File: config.mk
export PLATFORM = sky130hd
export DESIGN_NAME = scan_mux
export DESIGN_NICKNAME = d
export VERILOG_FILES = /design/src/rtl/scan_mux.sv
export SDC_FILE = /design/constraint.sdc
export NUM_CORES = 1
export LEC_CHECK = 0
export CAP_MARGIN = 0
export CORE_ASPECT_RATIO = 1.75
export CORE_MARGIN = 2
export CORE_UTILIZATION = 44
export DETAILED_ROUTE_END_ITERATION = 7
export PLACE_DENSITY = 0.88
export SLEW_MARGIN = 15
export SYNTH_ARGS = -nofsm -noshare
export SYNTH_HDL_FRONTEND = slang
export SYNTH_SLANG_ARGS = --single-unit
File: constraint.sdc
create_clock -name clk -period 2.3 [get_ports clk]
set_clock_uncertainty 0.2 [all_clocks]
set_input_delay 0.69 -clock clk [delete_from_list [all_inputs] [get_ports clk]]
set_output_delay 0.69 -clock clk [all_outputs]
set_load 0.05 [all_outputs]
File: src/rtl/scan_mux.sv
// Registered N-channel, W-bit multiplexer with manual select and an auto-scan
// mode that dwells DWELL cycles per channel; ch_stb pulses on every channel change.
module scan_mux #(
  parameter int N     = 4,
  parameter int W     = 8,
  parameter int DWELL = 100_000_000,
  localparam int CW   = $clog2(N)
) (
  input  logic           clk,
  input  logic           rst,
  input  logic [N*W-1:0] i,
  input  logic [CW-1:0]  s,
  input  logic           mode,
  input  logic           hold,
  output logic [W-1:0]   o,
  output logic [CW-1:0]  ch,
  output logic           ch_stb
);

  localparam int DW = (DWELL > 1) ? $clog2(DWELL) : 1;
  localparam int NP = 1 << CW;
  localparam logic [DW-1:0] CNT_LAST = DW'(DWELL - 1);
  localparam logic [CW-1:0] CH_LAST  = CW'(N - 1);

  logic [DW-1:0] cnt_reg, cnt_next;
  logic          mode_q_reg;
  logic [CW-1:0] ch_next;
  logic          s_ok;
  logic [W-1:0]  chan [NP];

  // Pad the channel table to a power of two so any index is in range.
  generate
    for (genvar gi = 0; gi < NP; gi++) begin : g_chan
      if (gi < N) begin : g_live
        assign chan[gi] = i[gi*W +: W];
      end else begin : g_pad
        assign chan[gi] = '0;
      end
    end
  endgenerate

  generate
    if (NP == N) begin : g_s_full
      assign s_ok = 1'b1;
    end else begin : g_s_part
      assign s_ok = (s <= CH_LAST);
    end
  endgenerate

  always_comb begin
    ch_next  = ch;
    cnt_next = cnt_reg;
    if (!mode) begin
      cnt_next = '0;
      if (s_ok) ch_next = s;
    end else if (mode != mode_q_reg) begin
      // Entering auto: keep the current channel and start a fresh dwell.
      cnt_next = '0;
    end else if (!hold) begin
      if (cnt_reg == CNT_LAST) begin
        cnt_next = '0;
        ch_next  = (ch == CH_LAST) ? '0 : ch + CW'(1);
      end else begin
        cnt_next = cnt_reg + DW'(1);
      end
    end
  end

  always_ff @(posedge clk) begin
    if (rst) begin
      o          <= '0;
      ch         <= '0;
      ch_stb     <= 1'b0;
      cnt_reg    <= '0;
      mode_q_reg <= 1'b0;
    end else begin
      o          <= chan[ch_next];
      ch         <= ch_next;
      ch_stb     <= (ch_next != ch);
      cnt_reg    <= cnt_next;
      mode_q_reg <= mode;
    end
  end

endmodule

Word-level counts from Yosys, hierarchy flattened
Index checks and enable logic that the tools add are counted.
- equal/unequal tests: 4
- $lt $le $gt $ge: 1
- mux-type cells: 9
- add/subtract/negate cells: 2
- bitwise operators: 2
- reduce and logical (&&, ||, !) cells: 1
- operators by type and width (kind ; number):
    adder 27 x 1 -> 27 bit (second input constant) ; 1
    equality test 27 bit (second input constant) ; 1
    two-way mux 27 bit ; 1
    binary-select mux 8 bit (select 2 bit) ; 1
    two-way mux 8 bit ; 2
    two-way mux 2 bit ; 5
    greater-or-equal comparator 3 bit (second input constant) ; 1
    NOT 2 -> 3 bit ; 1
    OR reduction 3 bit ; 1
    adder 2 x 1 -> 2 bit (second input constant) ; 1
    equality test 2 bit (second input constant) ; 1
    != test 2 bit ; 1
    != test 1 bit ; 1
    NOT 1 bit ; 1
- input bits: 38
- word-level logic and storage cells: 24
- output and inout port bits: 11
- flip-flop bits (word level): 39

Longest topological paths before layout
Gate-level depths: netlist (run 1).
- depth in word-level cells: 10
- gate-level depth with buffers: 10
- gate-level depth less buffers: 7

Least setup slack after synthesis (run 1)
OpenSTA, ideal clock, no wires.
- path type: input -> register
- from: in hold
- to: reg o[0]
- arrival time: 2.166 ns
- slack: -0.207 ns
- setup time: 0.140 ns
- buffers on the path: 3
- required time: 1.960 ns
- stages: 9
- cell sequence: and4b_1 > buf_2 > nand4_2 > o211a_1 > a211o_1 > buf_4 > buf_6 > mux2i_1 > o22ai_1
- cells in the longest elaborated chain, start to end: 7
- ends and longest elaborated chain (item ; RTL line ; RTL):
    start, declared ; 14 ; input logic hold,
    two-way mux 2 bit ; 59 ; end else if (!hold) begin
    two-way mux 2 bit ; 56 ; end else if (mode != mode_q_reg) begin
    two-way mux 2 bit ; 53 ; if (!mode) begin
    NOT 2 -> 3 bit (implied by the code) ; 77 ; o <= chan[ch_next];
    binary-select mux 8 bit (select 2 bit) ; 77 ;
    two-way mux 8 bit (implied by the code) (2 in a row) ; 77 ;
    end signal, assigned ; 77 ;
    end, declared ; 15 ; output logic [W-1:0] o,
Every way passes these cells. The select of a mux whose other input is x is not followed.
A chain may end at the register's enable or synchronous reset.

Worst setup path after layout (run 1)
- from: in hold
- to: reg o[1]
Same word-level chain as after synthesis.

==> results of run 1 <==
through the flow:
step / power [W] / std cells / setup WS, ns / utilization (%)
after floorplan: 0.000869 / 208 / -0.130 / -
after global placement: 0.000979 / 322 / -0.588 / 62.7
after detailed placement: 0.000985 / 322 / -0.632 / 62.7
after CTS: 0.00155 / 338 / -0.0364 / 70.2
after global routing: 0.00162 / 343 / -0.104 / 72.7
final: 0.00157 / 343 / 0.000753 / 72.7
power groups by stage:
stage	clock [W]	sequential, W	combinational (W)
5_1_grt	0.000559	0.000707	0.000351
6_report	0.000525	0.000705	0.000336
3_3_place_gp	0	0.000719	0.000260
3_5_place_dp	0	0.000719	0.000266
2_1_floorplan	0	0.000785	0.0000834
4_1_cts	0.000519	0.000704	0.000327
placed cells by master, fill, tap and decap left out, drive strengths merged, types with 2 or more instances in the layout:
cell type / instances
nor4bb: 3
o21ai: 2
buf: 52
dfxtp: 39
xor2: 13
and3: 5
and4b: 3
nor3: 7
xnor2: 15
nor2b: 3
clkbuf: 7
mux2i: 18
nand3b: 2
o22ai: 8
nand4: 4
or2: 2
nor4b: 2
a21oi: 2
inv: 4
nand3: 13
ha: 2
and4: 2
clkdlybuf4s50: 35
nor2: 34
nand2: 7
final timing paths:
kind	startpoint	endpoint	slack [ns]	cells past startpoint
setup reg to reg	cnt_reg[25]	o[1]	0.0008	8
hold reg to reg	cnt_reg[7]	cnt_reg[7]	0.33	2
setup / recovery	hold	o[1]	0.0008	9
hold / removal	cnt_reg[7]	cnt_reg[7]	0.33	2
Yosys cell counts (2+ instances only):
cell type  number
nor3_1          6
nor4bb_1        3
nor2b_1         3
a21oi_1         2
nor2_1         34
mux2i_1        18
clkbuf_1        5
nand3_1        13
o22ai_1         8
and4b_1         3
nand4_1         3
ha_1            2
or2_1           2
buf_6           2
xor2_1         13
inv_1           3
nor4b_1         2
dfxtp_1        39
o21ai_0         2
nand3b_1        2
and3_1          5
xnor2_1        15
nand2_1         7
final cells by class:
cell class	instances	share of cell area (%)
Timing Repair Buffer	87	28.6
Tap cell	49	2.03
Inverter	4	0.498
Clock buffer	7	3.20
Multi-Input combinational cell	156	39.3
Clock inverter	1	0.249
Sequential cell	39	26.2
kinds of logic (layout without fill, tap and decap cells):
family / after synthesis / in the layout / synth area share, %
muxes: 18 / 18 / 9.42
adders and majority gates: 2 / 2 / 1.31
and+or+nand+nor: 92 / 92 / 26.6
DFF: 39 / 39 / 40.8
buffers and inverters: 13 / 99 / 3.60
AOI/OAI and AO/OA: 16 / 16 / 5.43
xor gates and xnor gates: 28 / 28 / 12.8
timing repair:
action | CTS | global route
pin swaps | 9 | 8
setup endpoints to repair | 38 | 11
buffers inserted | 5 | 5
cloned | 3 | 0
resized for setup | 31 | 13
worst max-delay path, cell delays in order:
cell and delay [ns]:
buf_6 0.09, and4b_2 0.31, nand4_4 0.10, o211a_1 0.23, a211o_4 0.29, buf_6 0.14
buf_12 0.13, mux2i_2 0.19, o22ai_1 0.09
per-layer routing:
layer	part of all wire, %	track usage (%)	wire length (um)
met1	32	22.0	1780
met2	60	46.8	3360
met3	4.0	5.26	222
met4	3.5	12.6	195
met5	0	0	0
==> results.json, run 1 <==
{
  "synth_edf_count": 0,
  "ys.warnings.count": 0,
  "die_w_um": 53.8,
  "drv_cap": 0,
  "synth_fp_nets": 248,
  "vias": 1841,
  "holdBufCountCts": 0,
  "fin_hold_ws_ns": 0.330,
  "critPathArrivalTime_ns": 2.27,
  "finalCriticalPeriod_ns": 2.30,
  "gp_congestion": 0.860,
  "timing.fmax_mhz": 435,
  "drc_errors": 0,
  "min_path_type": "register to register",
  "p_clk_share_pct": 33.5,
  "worstSetupPathType": "input pin to register",
  "drtPass1Iterations": 4,
  "ios": 49,
  "seqPwrFrac_pct": 45.0,
  "peakVddDrop_v": 0.000536,
  "diodes": 0,
  "cts_buffers": 5,
  "power.internal_w": 0.00114,
  "tightest_slew_ns": 0.357,
  "syn_area_um2": 1910,
  "grt.total_usage_pct": 24.6,
  "rows": 31,
  "crit_path_start_kind": "input pin",
  "grt_max_degree": 28,
  "nets": 333,
  "viasPerCell": 5.37,
  "cp_max_fo": 5,
  "largest_reg_flops": 27,
  "core-area_um2": 4150,
  "switching_share_pct": 27.0,
  "areaGrowthSynthToFinish_pct": 57.6,
  "cts_sinks": 39,
  "dieArea_um2": 4910,
  "nFillCells": 243,
  "grt_first_pass_wirelength_mm": 8.63,
  "hold_viol": 0,
  "start_util_pct": 46.1,
  "multi_input_area_um2": 1180,
  "setup_tns_ns": 0,
  "synth_top_area_share_pct": 40.8,
  "maxSlewViolCount": 0,
  "h-tree-depth": 2,
  "ff_latch_area_um2": 790,
  "async_flop_share_pct": 0,
  "grt_setup_unrepaired": "yes",
  "drt_wl_total_mm": 5.56,
  "comb_power_share_pct": 21.5,
  "io_buffers": 48,
  "placed_cell_area_um2": 2600,
  "root_buffer": "clkbuf_8",
  "drtAntennaViolNets": 0,
  "drt_iter0_markers": 44,
  "grt_pass1_vias": 1939,
  "pwr_density_cell_nw_per_um2": 519,
  "switching_power_w": 0.000423,
  "layout-drive-gt1-share_pct": 29.3,
  "syn-instance-count": 208,
  "grt_overflow": 0,
  "power_leakage_nw": 1.18,
  "synth_top_flop_cell": "dfxtp_1",
  "cts_tree": "built",
  "antenna_found_initial": 0,
  "ys_types": 39,
  "final-setup-viol-count": 0,
  "crit_required_ns": 2.27,
  "synth-seq-cells": 39,
  "clk_pin_slew_ns": 0.08,
  "synth_top_cells_by_area": "dfxtp_1 41%, mux2i_1 9.4%, xnor2_1 6.9%",
  "final_cell_area_um2": 3020,
  "dp_hpwl_mm": 3.62,
  "clock_latency_ns": 0.30,
  "cp-end-kind": "register",
  "ctsLongestPathBuffers": 2,
  "ys_seq_area_share_pct": 40.8,
  "outcome": "complete, no violations",
  "slew_headroom_pct": 76.2,
  "syn_avg_cell_area_um2": 9.20,
  "die_h_um": 91.2,
  "wl_per_cell_um": 16.2,
  "period_share_pct": 100,
  "yosys.area.top_type": "dfxtp_1"
}
Note: power is estimated with default switching activity, not from simulation.
==> run 2, diff against run 1 <==
- CORE_UTILIZATION: 44 -> 56
- DONT_BUFFER_PORTS: unset -> 1
- PLACE_DENSITY: 0.88 -> 0.86
==> run 2 against run 1 <==
Net effect:
- die area fell by 20%
- critical path depth fell by 1
- largest power group unchanged
- sequential power rose by 8.5%
- non-clock buffer count fell by 62
- global-route usage rose by 0.30 points
- maximum frequency rose by 1.7%
- total power fell by 15%
==> results.json, run 2 (same netlist as run 1, synthesis figures left out) <==
{
  "largest_reg_flops": 27,
  "min_path_type": "input pin to register",
  "tightest_slew_ns": 0.512,
  "final_cells": 277,
  "layout_commonest_cell": "dfxtp_1",
  "vias": 1593,
  "switching_share_pct": 27.4,
  "ios": 49,
  "power.internal_w": 0.000962,
  "start_util_pct": 57.5,
  "outcome": "complete, no violations",
  "root_buffer": "clkbuf_8",
  "power_w": 0.00132,
  "cp-end-kind": "register",
  "r2r_slack_ns": 0.04,
  "grt_pass1_vias": 1682,
  "crit_path_start_kind": "register",
  "layout-drive-gt1-share_pct": 18.5,
  "place_inst": 268,
  "h-tree-depth": 2,
  "cp_max_fo": 9,
  "io_buffers": 0,
  "core-area_um2": 3330,
  "p_clk_share_pct": 33.9,
  "finalCriticalPeriod_ns": 2.26,
  "rows": 28,
  "dpl_worst_slack_ns": -0.166,
  "worstSetupPathType": "register to register",
  "grt_first_pass_wirelength_mm": 7.02,
  "drc_errors": 0,
  "wl_per_cell_um": 15.1,
  "clk_pin_slew_ns": 0.07,
  "slew_headroom_pct": 65.8,
  "power_leakage_nw": 0.861,
  "gp_congestion": 0.820,
  "drv_cap": 0,
  "drt_iter0_markers": 35,
  "cts_sinks": 39,
  "critPathArrivalTime_ns": 2.22,
  "grt_max_degree": 21,
  "placed_cell_area_um2": 2120,
  "cts_tree": "built",
  "nFillCells": 261,
  "ctsLongestPathBuffers": 2,
  "nets": 271,
  "final_cell_area_um2": 2250,
  "drtAntennaViolNets": 0,
  "mostFrequentLayoutCells": "38 x dfxtp_1, 34 x nor2_1, 23 x buf_4",
  "die_w_um": 48.2,
  "switching_power_w": 0.000363,
  "final-setup-viol-count": 0,
  "dp_hpwl_mm": 3.12,
  "diodes": 0,
  "drtPass1Iterations": 4,
  "fin_hold_ws_ns": 0.257,
  "grt_setup_unrepaired": "yes",
  "antenna_found_initial": 0,
  "viasPerCell": 5.75,
  "period_share_pct": 98.3,
  "die_h_um": 81.3,
  "drt_wl_total_mm": 4.19,
  "comb_power_share_pct": 8.3,
  "grt.total_usage_pct": 24.9,
  "peakVddDrop_v": 0.000420,
  "seqPwrFrac_pct": 57.8,
  "areaGrowthSynthToFinish_pct": 17.4,
  "timing.fmax_mhz": 442,
  "hold_viol": 0,
  "cts_buffers": 5,
  "clock_latency_ns": 0.29,
  "setup_slack_ns": 0.0396,
  "crit_required_ns": 2.26,
  "grt_overflow": 0,
  "maxSlewViolCount": 0,
  "pwr_density_cell_nw_per_um2": 590,
  "dieArea_um2": 3920
}
run 2: layer usage:
layer  global-route usage, %  routed length (um)  share of wire (%)  vias up
met5                       0                   0                  0        -
met4                    11.1                 123                2.9        0
met3                    6.00                 197                4.7       12
met2                    45.4                2460                 59       65
met1                    24.4                1410                 34      748
li1                        -                   -                  -      768
run 2: worst max-delay path: stages, from the launching register on:
cell	delay, ns
dfxtp_1	0.32
buf_4	0.15
nor4bb_4	0.29
nand4_1	0.18
o211a_1	0.25
a211o_1	0.26
buf_6	0.16
mux2i_1	0.21
o22ai_2	0.11
run 2: final cells by class:
cell class              instances  area [um2]  share of cell area [%]
well taps                      45        56.3                    2.51
flip-flops and latches         39         782                    34.8
repair buffers                 25         204                    9.08
inverters                       4        15.0                   0.669
clock buffers                   7        76.3                    3.40
multi-input cells             156        1110                    49.3
clock inverters                 1        5.00                   0.223
run 2: final timing paths:
check / cells after the start / to / startpoint
setup reg to reg: 8 / o[4] / cnt_reg[19]
hold reg to reg: 2 / cnt_reg[1] / cnt_reg[1]
setup / recovery: 8 / o[4] / cnt_reg[19]
hold / removal: 1 / ch_stb / rst
run 2: power groups by stage:
stage | Combinational (W) | Clock, W | Sequential [W]
global route | 0.000119 | 0.000481 | 0.000766
finish | 0.000110 | 0.000449 | 0.000765
detailed placement | 0.000104 | 0 | 0.000780
global placement | 0.0000989 | 0 | 0.000781
CTS | 0.000104 | 0.000453 | 0.000765
floorplan | 0.0000834 | 0 | 0.000785
run 2: timing repair:
action | in CTS | in global routing
gates resized for setup | 1 | 8
setup buffers | 0 | 1
endpoints found under the hold margin | 0 | 0
hold buffers | 0 | 0
gates cloned | 0 | 0
pin swaps | 0 | 1
setup endpoints to repair | 6 | 10
run 2: stage by stage:
step                      utilization (%)  TNS, ns
final                                67.5        0
after global routing                 67.5   -0.206
after global placement               63.6   -0.619
after CTS                            66.2  -0.0269
after floorplan                         -    -1.12
after detailed placement             63.6    -1.21
==> run 3, diff against run 2 <==
- CTS_CLUSTER_DIAMETER: unset -> 200
==> results of run 3 <==
The final DEF is identical to that of run 2; final timing and power are the same.
